<file path="src/rtl/cond_status_unit.sv">
// cond_status_unit: NZCV status register plus a per-lane ARM condition-code evaluator
// feeding a one-entry valid/ready output stage.
//
// Parameters:
//   LANES  - condition codes evaluated per transfer (1..8)
//   BYPASS - when nonzero, a status write in the same cycle feeds the evaluation
//
// Ports:
//   clk, rst              - rising-edge clock, synchronous active-high reset
//   sr_wr_en, sr_wr_data  - load {N,Z,C,V} into the status register
//   cond_valid, cond,     - input handshake; lane i code is cond[4i+3:4i]
//   cond_ready
//   pass_valid, pass,     - output handshake; pass[i] is lane i's result
//   pass_ready
//   status                - registered NZCV
//   pass_cnt, fail_cnt    - saturating lane pass/fail counters (COND_STATS_EN only)
//
// Optional feature macro: COND_STATS_EN adds the pass_cnt/fail_cnt outputs and counters.

`timescale 1ns / 1ps

module cond_status_unit #(
    parameter int unsigned LANES  = 2,
    parameter int unsigned BYPASS = 1
) (
    input  logic               clk,
    input  logic               rst,
    input  logic               sr_wr_en,
    input  logic [3:0]         sr_wr_data,
    input  logic               cond_valid,
    input  logic [4*LANES-1:0] cond,
    output logic               cond_ready,
    output logic               pass_valid,
    output logic [LANES-1:0]   pass,
    input  logic               pass_ready,
    output logic [3:0]         status
`ifdef COND_STATS_EN
    ,
    output logic [15:0]        pass_cnt,
    output logic [15:0]        fail_cnt
`endif
);

    // Codes pair up as (test, inverse) on bit 0; 111x is AL/NV.
    function automatic logic cond_eval(input logic [3:0] code, input logic [3:0] f);
        logic n, z, c, v, base;
        n = f[3];
        z = f[2];
        c = f[1];
        v = f[0];
        unique case (code[3:1])
            3'b000:  base = z;
            3'b001:  base = c;
            3'b010:  base = n;
            3'b011:  base = v;
            3'b100:  base = c & ~z;
            3'b101:  base = (n == v);
            3'b110:  base = ~z & (n == v);
            default: base = 1'b1;
        endcase
        return base ^ code[0];
    endfunction

    logic [3:0]       status_q;
    logic             pass_valid_q;
    logic [LANES-1:0] pass_q;
    logic [3:0]       flags;
    logic [LANES-1:0] pass_next;
    logic             accept;

    always_comb begin
        flags = status_q;
        if (BYPASS != 0 && sr_wr_en) begin
            flags = sr_wr_data;
        end
        pass_next = '0;
        for (int i = 0; i < int'(LANES); i++) begin
            pass_next[i] = cond_eval(cond[4*i +: 4], flags);
        end
    end

    // Ready is held low during reset so nothing is accepted into a stage being cleared.
    assign cond_ready = ~rst & (~pass_valid_q | pass_ready);
    assign accept     = cond_valid & cond_ready;

    always_ff @(posedge clk) begin
        if (rst) begin
            status_q     <= 4'b0000;
            pass_valid_q <= 1'b0;
            pass_q       <= '0;
        end else begin
            if (sr_wr_en) begin
                status_q <= sr_wr_data;
            end
            if (accept) begin
                pass_q       <= pass_next;
                pass_valid_q <= 1'b1;
            end else if (pass_ready) begin
                pass_valid_q <= 1'b0;
            end
        end
    end

    assign status     = status_q;
    assign pass_valid = pass_valid_q;
    assign pass       = pass_q;

`ifdef COND_STATS_EN
    function automatic logic [3:0] popcount(input logic [LANES-1:0] vec);
        logic [3:0] cnt;
        cnt = '0;
        for (int i = 0; i < int'(LANES); i++) begin
            cnt = cnt + 4'(vec[i]);
        end
        return cnt;
    endfunction

    logic [15:0] pass_cnt_q;
    logic [15:0] fail_cnt_q;
    logic [3:0]  pass_inc;
    logic [3:0]  fail_inc;
    logic [16:0] pass_sum;
    logic [16:0] fail_sum;

    always_comb begin
        pass_inc = popcount(pass_next);
        fail_inc = 4'(LANES) - pass_inc;
        pass_sum = {1'b0, pass_cnt_q} + 17'(pass_inc);
        fail_sum = {1'b0, fail_cnt_q} + 17'(fail_inc);
    end

    always_ff @(posedge clk) begin
        if (rst) begin
            pass_cnt_q <= '0;
            fail_cnt_q <= '0;
        end else if (accept) begin
            // Carry out of bit 15 means the count would wrap; pin at all-ones instead.
            pass_cnt_q <= pass_sum[16] ? 16'hFFFF : pass_sum[15:0];
            fail_cnt_q <= fail_sum[16] ? 16'hFFFF : fail_sum[15:0];
        end
    end

    assign pass_cnt = pass_cnt_q;
    assign fail_cnt = fail_cnt_q;
`endif

endmodule

</file>
<file path="config.mk">
export PLATFORM = sky130hd
export DESIGN_NAME = cond_status_unit
export DESIGN_NICKNAME = d
export VERILOG_FILES = /design/src/rtl/cond_status_unit.sv
export SDC_FILE = /design/constraint.sdc
export NUM_CORES = 1
export LEC_CHECK = 0
export BUFFER_PORTS_ARGS = -buffer_cell sky130_fd_sc_hd__buf_4
export CORE_MARGIN = 2
export CORE_UTILIZATION = 35
export CTS_BUF_LIST = sky130_fd_sc_hd__clkbuf_8
export DETAILED_ROUTE_END_ITERATION = 10
export GPL_TIMING_DRIVEN = 0
export PLACE_DENSITY = 0.65
export SLEW_MARGIN = 10
export SYNTH_ARGS = -nofsm -noshare
export SYNTH_HDL_FRONTEND = slang
export SYNTH_SLANG_ARGS = --single-unit
</file>
<file path="constraint.sdc">
create_clock -name clk -period 2.3 [get_ports clk]
set_clock_uncertainty 0.15 [all_clocks]
set_input_delay 0.46 -clock clk [delete_from_list [all_inputs] [get_ports clk]]
set_output_delay 0.46 -clock clk [all_outputs]
set_load 0.01 [all_outputs]
</file>
# Yosys cells after proc, flatten, opt, wreduce, memory -nomap -nowiden
# Index checks and enable logic that the tools add are counted.
# Widths: inputs -> output; s select.
# classes
eq_ne	13
muxes	5
bitwise_logic	10
reduce_logical	3
# op_table
op	count
$eq 3x3->1 const B	6
$pmux 1 s7	2
$eq 3x2->1 const B	4
$eq 3x1->1 const B	2
$logic_not 3->1	2
$and 1x1->1	4
$mux 4	1
$not 1->1	3
$mux 1	2
$reduce_bool 2->1	1
$xor 1x1->1	2
$eq 1x1->1	1
$or 1x1->1	1
# word_totals
reg_bits	7

# Longest topological paths before layout
# logic_depth
depth_word	5
depth_mapped	6
depth_no_buf	5

# Worst setup path after synthesis
# Ideal clock, no wire load.
# synth_timing
path_kind	input-to-reg
from	input port sr_wr_en
to	register pass_q[1], in the netlist pass[1]
arrival_ns	1.755
slack_ns	0.279
cell_stages	6
path_cell_list	buf_6 -> mux2_4 -> a22o_1 -> o21a_1 -> or3_1 -> a31o_1
# synth_between
elab_chain_len	5
# synth_lines
item	line	rtl
start, declared	28	input logic sr_wr_en,
$mux 4 *	n/a	
$eq 1x1->1 / $not 1->1 (equally long branches)	57, 58, 56	
$and 1x1->1, on equally long branches	58, 56	
$pmux 1 s7 *	51	unique case (code[3:1])
$xor 1x1->1 *	61	return base ^ code[0];
end signal, assigned	96	pass_q <= pass_next;
end, declared	66	logic [LANES-1:0] pass_q;
# Mark *: on every way between the ends. The rest lies on a longest branch, timed or not.
# A chain may end at the register's enable or synchronous reset.

# Worst setup path in the final report
# Same ends and word-level chain as after synthesis.

==> results list <==
* Die boundary width: about 41 um
* Count of synthesis-stage warnings from yosys: 0
- Post-synthesis net count: 73
- Combined global-route utilization of all metal layers: 0.1470
* Site row count: 13
- STA puts the critical path data required time at around 2.3 ns.
* Num CTS Buffers: 3
- Once placement completed, the tool counted placed cells totaling 94.
* Routed Wire Length: roughly 1.2 mm
- Prior to clock tree synthesis, the placed netlist has a worst setup slack of just under 0.2 ns.
* CTS H-tree lvls: 1
- Xor and xnor area share after synthesis: 0.03571
- Of the total synthesized cell area, the portion taken by AND, OR, NAND and NOR gates is 0.2832.
* Hold Fails Final Rpt: 0
* Number of nets in the layout: slightly above 100
* Class of the most critical setup path: in2reg
- The flow ran to the end, and the final reports show no timing, DRC or antenna violations.
- Number of flip-flops and latches in the synthesized netlist: 7
- For this run the aggregate overflow at the end of global routing stands at 0.
* Fin Hold WS: ~0.30 ns
* Final design area excluding fillers: 726.9 um2
- Largest fanout on the critical path: 7
- In the final layout, the share of cells above drive strength 1 is 0.3735.
- Sort of element at the start of the critical path: input port
* Average cell area after synthesis: 8.758 um2
- Data arrival at the endpoint of the critical path: around 1.8 ns
- Die outline height: around 41 um
- The critical path goes through buf_6 -> mux2i_1 -> a21oi_1 -> o311ai_1 -> o21ai_0 -> a31o_1.
- For this configuration, the core starts out at a cell density of 0.3769.
- Final standard cell utilization of the core: 0.5587
- Via count of the first global-routing pass: ~460
- The worst register-to-register path begins at status[1].
* Setup TNS after final layout: 0 ns
- IR analysis of the VDD net gives a maximum drop of between 300 and 400 uV.
- Total number of vias: 518
- Total buffers and inverters traversed by the critical path: 1
- Finish-stage setup viols: 0
- For this run, design rule violations remaining after detail routing come to 0.
- At the end of routability-driven placement, the weighted congestion stood at ~0.75.
- Count of nets left with antenna violations after detail routing: 0
* Depth of the critical timing path with buffers and inverters included: 6
- Area of the mapped netlist: around 490 um2
- The path class of the tightest hold or removal check is in2reg.
- Clock sink count: 7
* CP max-delay cell: sky130_fd_sc_hd__mux2i_1
- Synth unique cells: 26
- Total Power Consumption: around 0.4 mW
- Power per cell area: 563.4 nW/um2
- 25 I/O pins were placed.
* Sequential area share after synthesis: 0.2857
- Start point of the worst min-delay path: cond_valid
- The die covers about 1700 um2.
* Main combinational cell family by area after synthesis: simple AND/OR/NAND/NOR gates
- First-pass GRT wire length: just over 2 mm
* Multiplexer share of the synthesized area: 0.1173
- In this design, the stage delay of the slowest critical-path cell is 0.44 ns.
- Max transition margin: 0.6823
- After the first detailed-routing iteration, the DRC count stood at 12.
* TritonCTS clock tree: done
- Adder-cell share of the synthesized area: 0
- The tool flagged a number of max-cap violations equal to 0.
- Crit share post-route: 0.8126
* Hold buffer count at CTS: 0
* Worst hold path stage count: 3
- Startpoint of the most critical setup path: sr_wr_en
- Setup repair after global routing left no endpoint under its margin.
* Placed instance area: roughly 680 um2
- Summed over all nets, the half-perimeter wirelength after detailed placement is 922.3 um.
- Final worst-path setup slack: between 0.4 and 0.5 ns
- Cells after synthesis: 56
- The clock reaches the later pin of the worst-skew pair after ~0.22 ns.
- The total area inside the core boundary comes to 1301 um2.
- Worst Tran Pin Value: about 0.46 ns
* Total setup buffers inserted after CTS: 0
* Final worst path period need: approximately 1.9 ns
- Compound-Gate Fraction of Synth Area: 0.2474
- The number of antenna violations at the first check in global routing came to 0.
- The number of antenna diodes in the final layout is 0.
- Relative to the synthesized area, the layout overhead comes to 48.21%.
* Average detailed-routed wire length per instance: around 12 um
- Detailed-route vias per instance: approximately 5.3
- The number of pins with negative max-slew slack in the final report was 0.
- Clock Tree Buf Depth: 2
* CP top delay family: compound AO/OA/AOI/OAI gates
* Clock root buffer: sky130_fd_sc_hd__clkbuf_8
- Post-Layout Cell Count: about 100
- STA classifies the critical path endpoint as a flip-flop.
* Number of iterations in the first detailed-routing pass: 4
- The number of cells on the worst reg-to-reg path is 5.
* Reported leakage power: roughly 0.33 nW
- Fmax: 535.1 MHz
- Port buffering added 23 buffers.
- Maximum number of pins on one net before global-route repair: 9
- Once the clock tree was built, the resizer swapped 0 gates to a different size.
- Clock slew at the register clock pins of the worst setup and hold paths: approximately 0.040 ns
==> metal layers <==
layer	GRT usage	vias up	wire (um)
met2	0.2125	19	530
met1	0.2086	232	538
met3	0.03478	0	107
li1	-	267	-
met5	0	-	0
met4	0.05806	0	0
==> cell families after synthesis <==
group,Yosys count
AND/OR/NAND/NOR,24
AO/OA/AOI/OAI,16
flip-flops,7
multiplexers,5
XOR/XNOR,2
buffers and inverters,2
==> registers in the layout, summed over array words and instances, names as in the netlist <==
| name | count |
|---|---|
| status | 4 |
| pass | 2 |
| pass_valid | 1 |
==> path summary, 6_finish.rpt <==
kind | end | slack (ns)
worst max-delay path | pass[1] | 0.43
worst min-delay path | pass_valid | 0.30
worst max register to register | pass[1] | 0.51
worst min register to register | pass_valid | 0.45
==> area by class of cell <==
type / count / area [um2]
Clock buffer: 3 / 41.29
Buffer: 1 / 11.26
Tap cell: 15 / 18.77
Timing Repair Buffer: 23 / 172.7
Fill cell: 125 / 574.3
Clock inverter: 1 / 3.754
Multi-Input combinational cell: 47 / 335.3
Inverter: 1 / 3.754
Sequential cell: 7 / 140.1
==> worst register-to-register path: stages, from the launching register on <==
cell and delay, ns:
sky130_fd_sc_hd__dfxtp_1 0.31, sky130_fd_sc_hd__mux2_4 0.30, sky130_fd_sc_hd__a22o_1 0.23, sky130_fd_sc_hd__o21a_1 0.18
sky130_fd_sc_hd__or3_1 0.31, sky130_fd_sc_hd__a31o_1 0.20
==> where the power goes <==
| group | leakage [nW] | total [mW] | internal (mW) | switching (mW) |
|---|---|---|---|---|
| Sequential | 0.0580 | 0.136 | 0.131 | 0.00533 |
| Combinational | 0.241 | 0.106 | 0.0599 | 0.0464 |
| Clock | 0.0269 | 0.167 | 0.115 | 0.0515 |
==> layout by cell type (no fill, tap or decap), drive strengths merged, types with 3 or more instances in the layout <==
cell | synthesis | layout
buf | 1 | 24
nor2 | 7 | 7
dfxtp | 7 | 7
nor2b | 6 | 6
o211ai | 5 | 5
nor3b | 4 | 4
clkbuf | 0 | 3
mux2 | 3 | 3
==> cell usage after synthesis (all sizes together) <==
cell | count | area share
a21oi | 1 | 0.010
a22o | 1 | 0.018
a2bb2oi | 1 | 0.018
a31o | 2 | 0.036
a32oi | 1 | 0.018
and2 | 1 | 0.013
and3b | 2 | 0.036
buf | 1 | 0.023
dfxtp | 7 | 0.29
inv | 1 | 0.0076
mux2 | 3 | 0.077
mux2i | 2 | 0.041
nand2 | 1 | 0.0076
nor2 | 7 | 0.054
nor2b | 6 | 0.077
nor3 | 1 | 0.010
nor3b | 4 | 0.061
o211ai | 5 | 0.077
o21a | 1 | 0.015
o21ai | 2 | 0.020
o311ai | 1 | 0.018
o41ai | 1 | 0.018
or3 | 2 | 0.026
xnor2 | 2 | 0.036
Power figures use the tool's default switching activity.
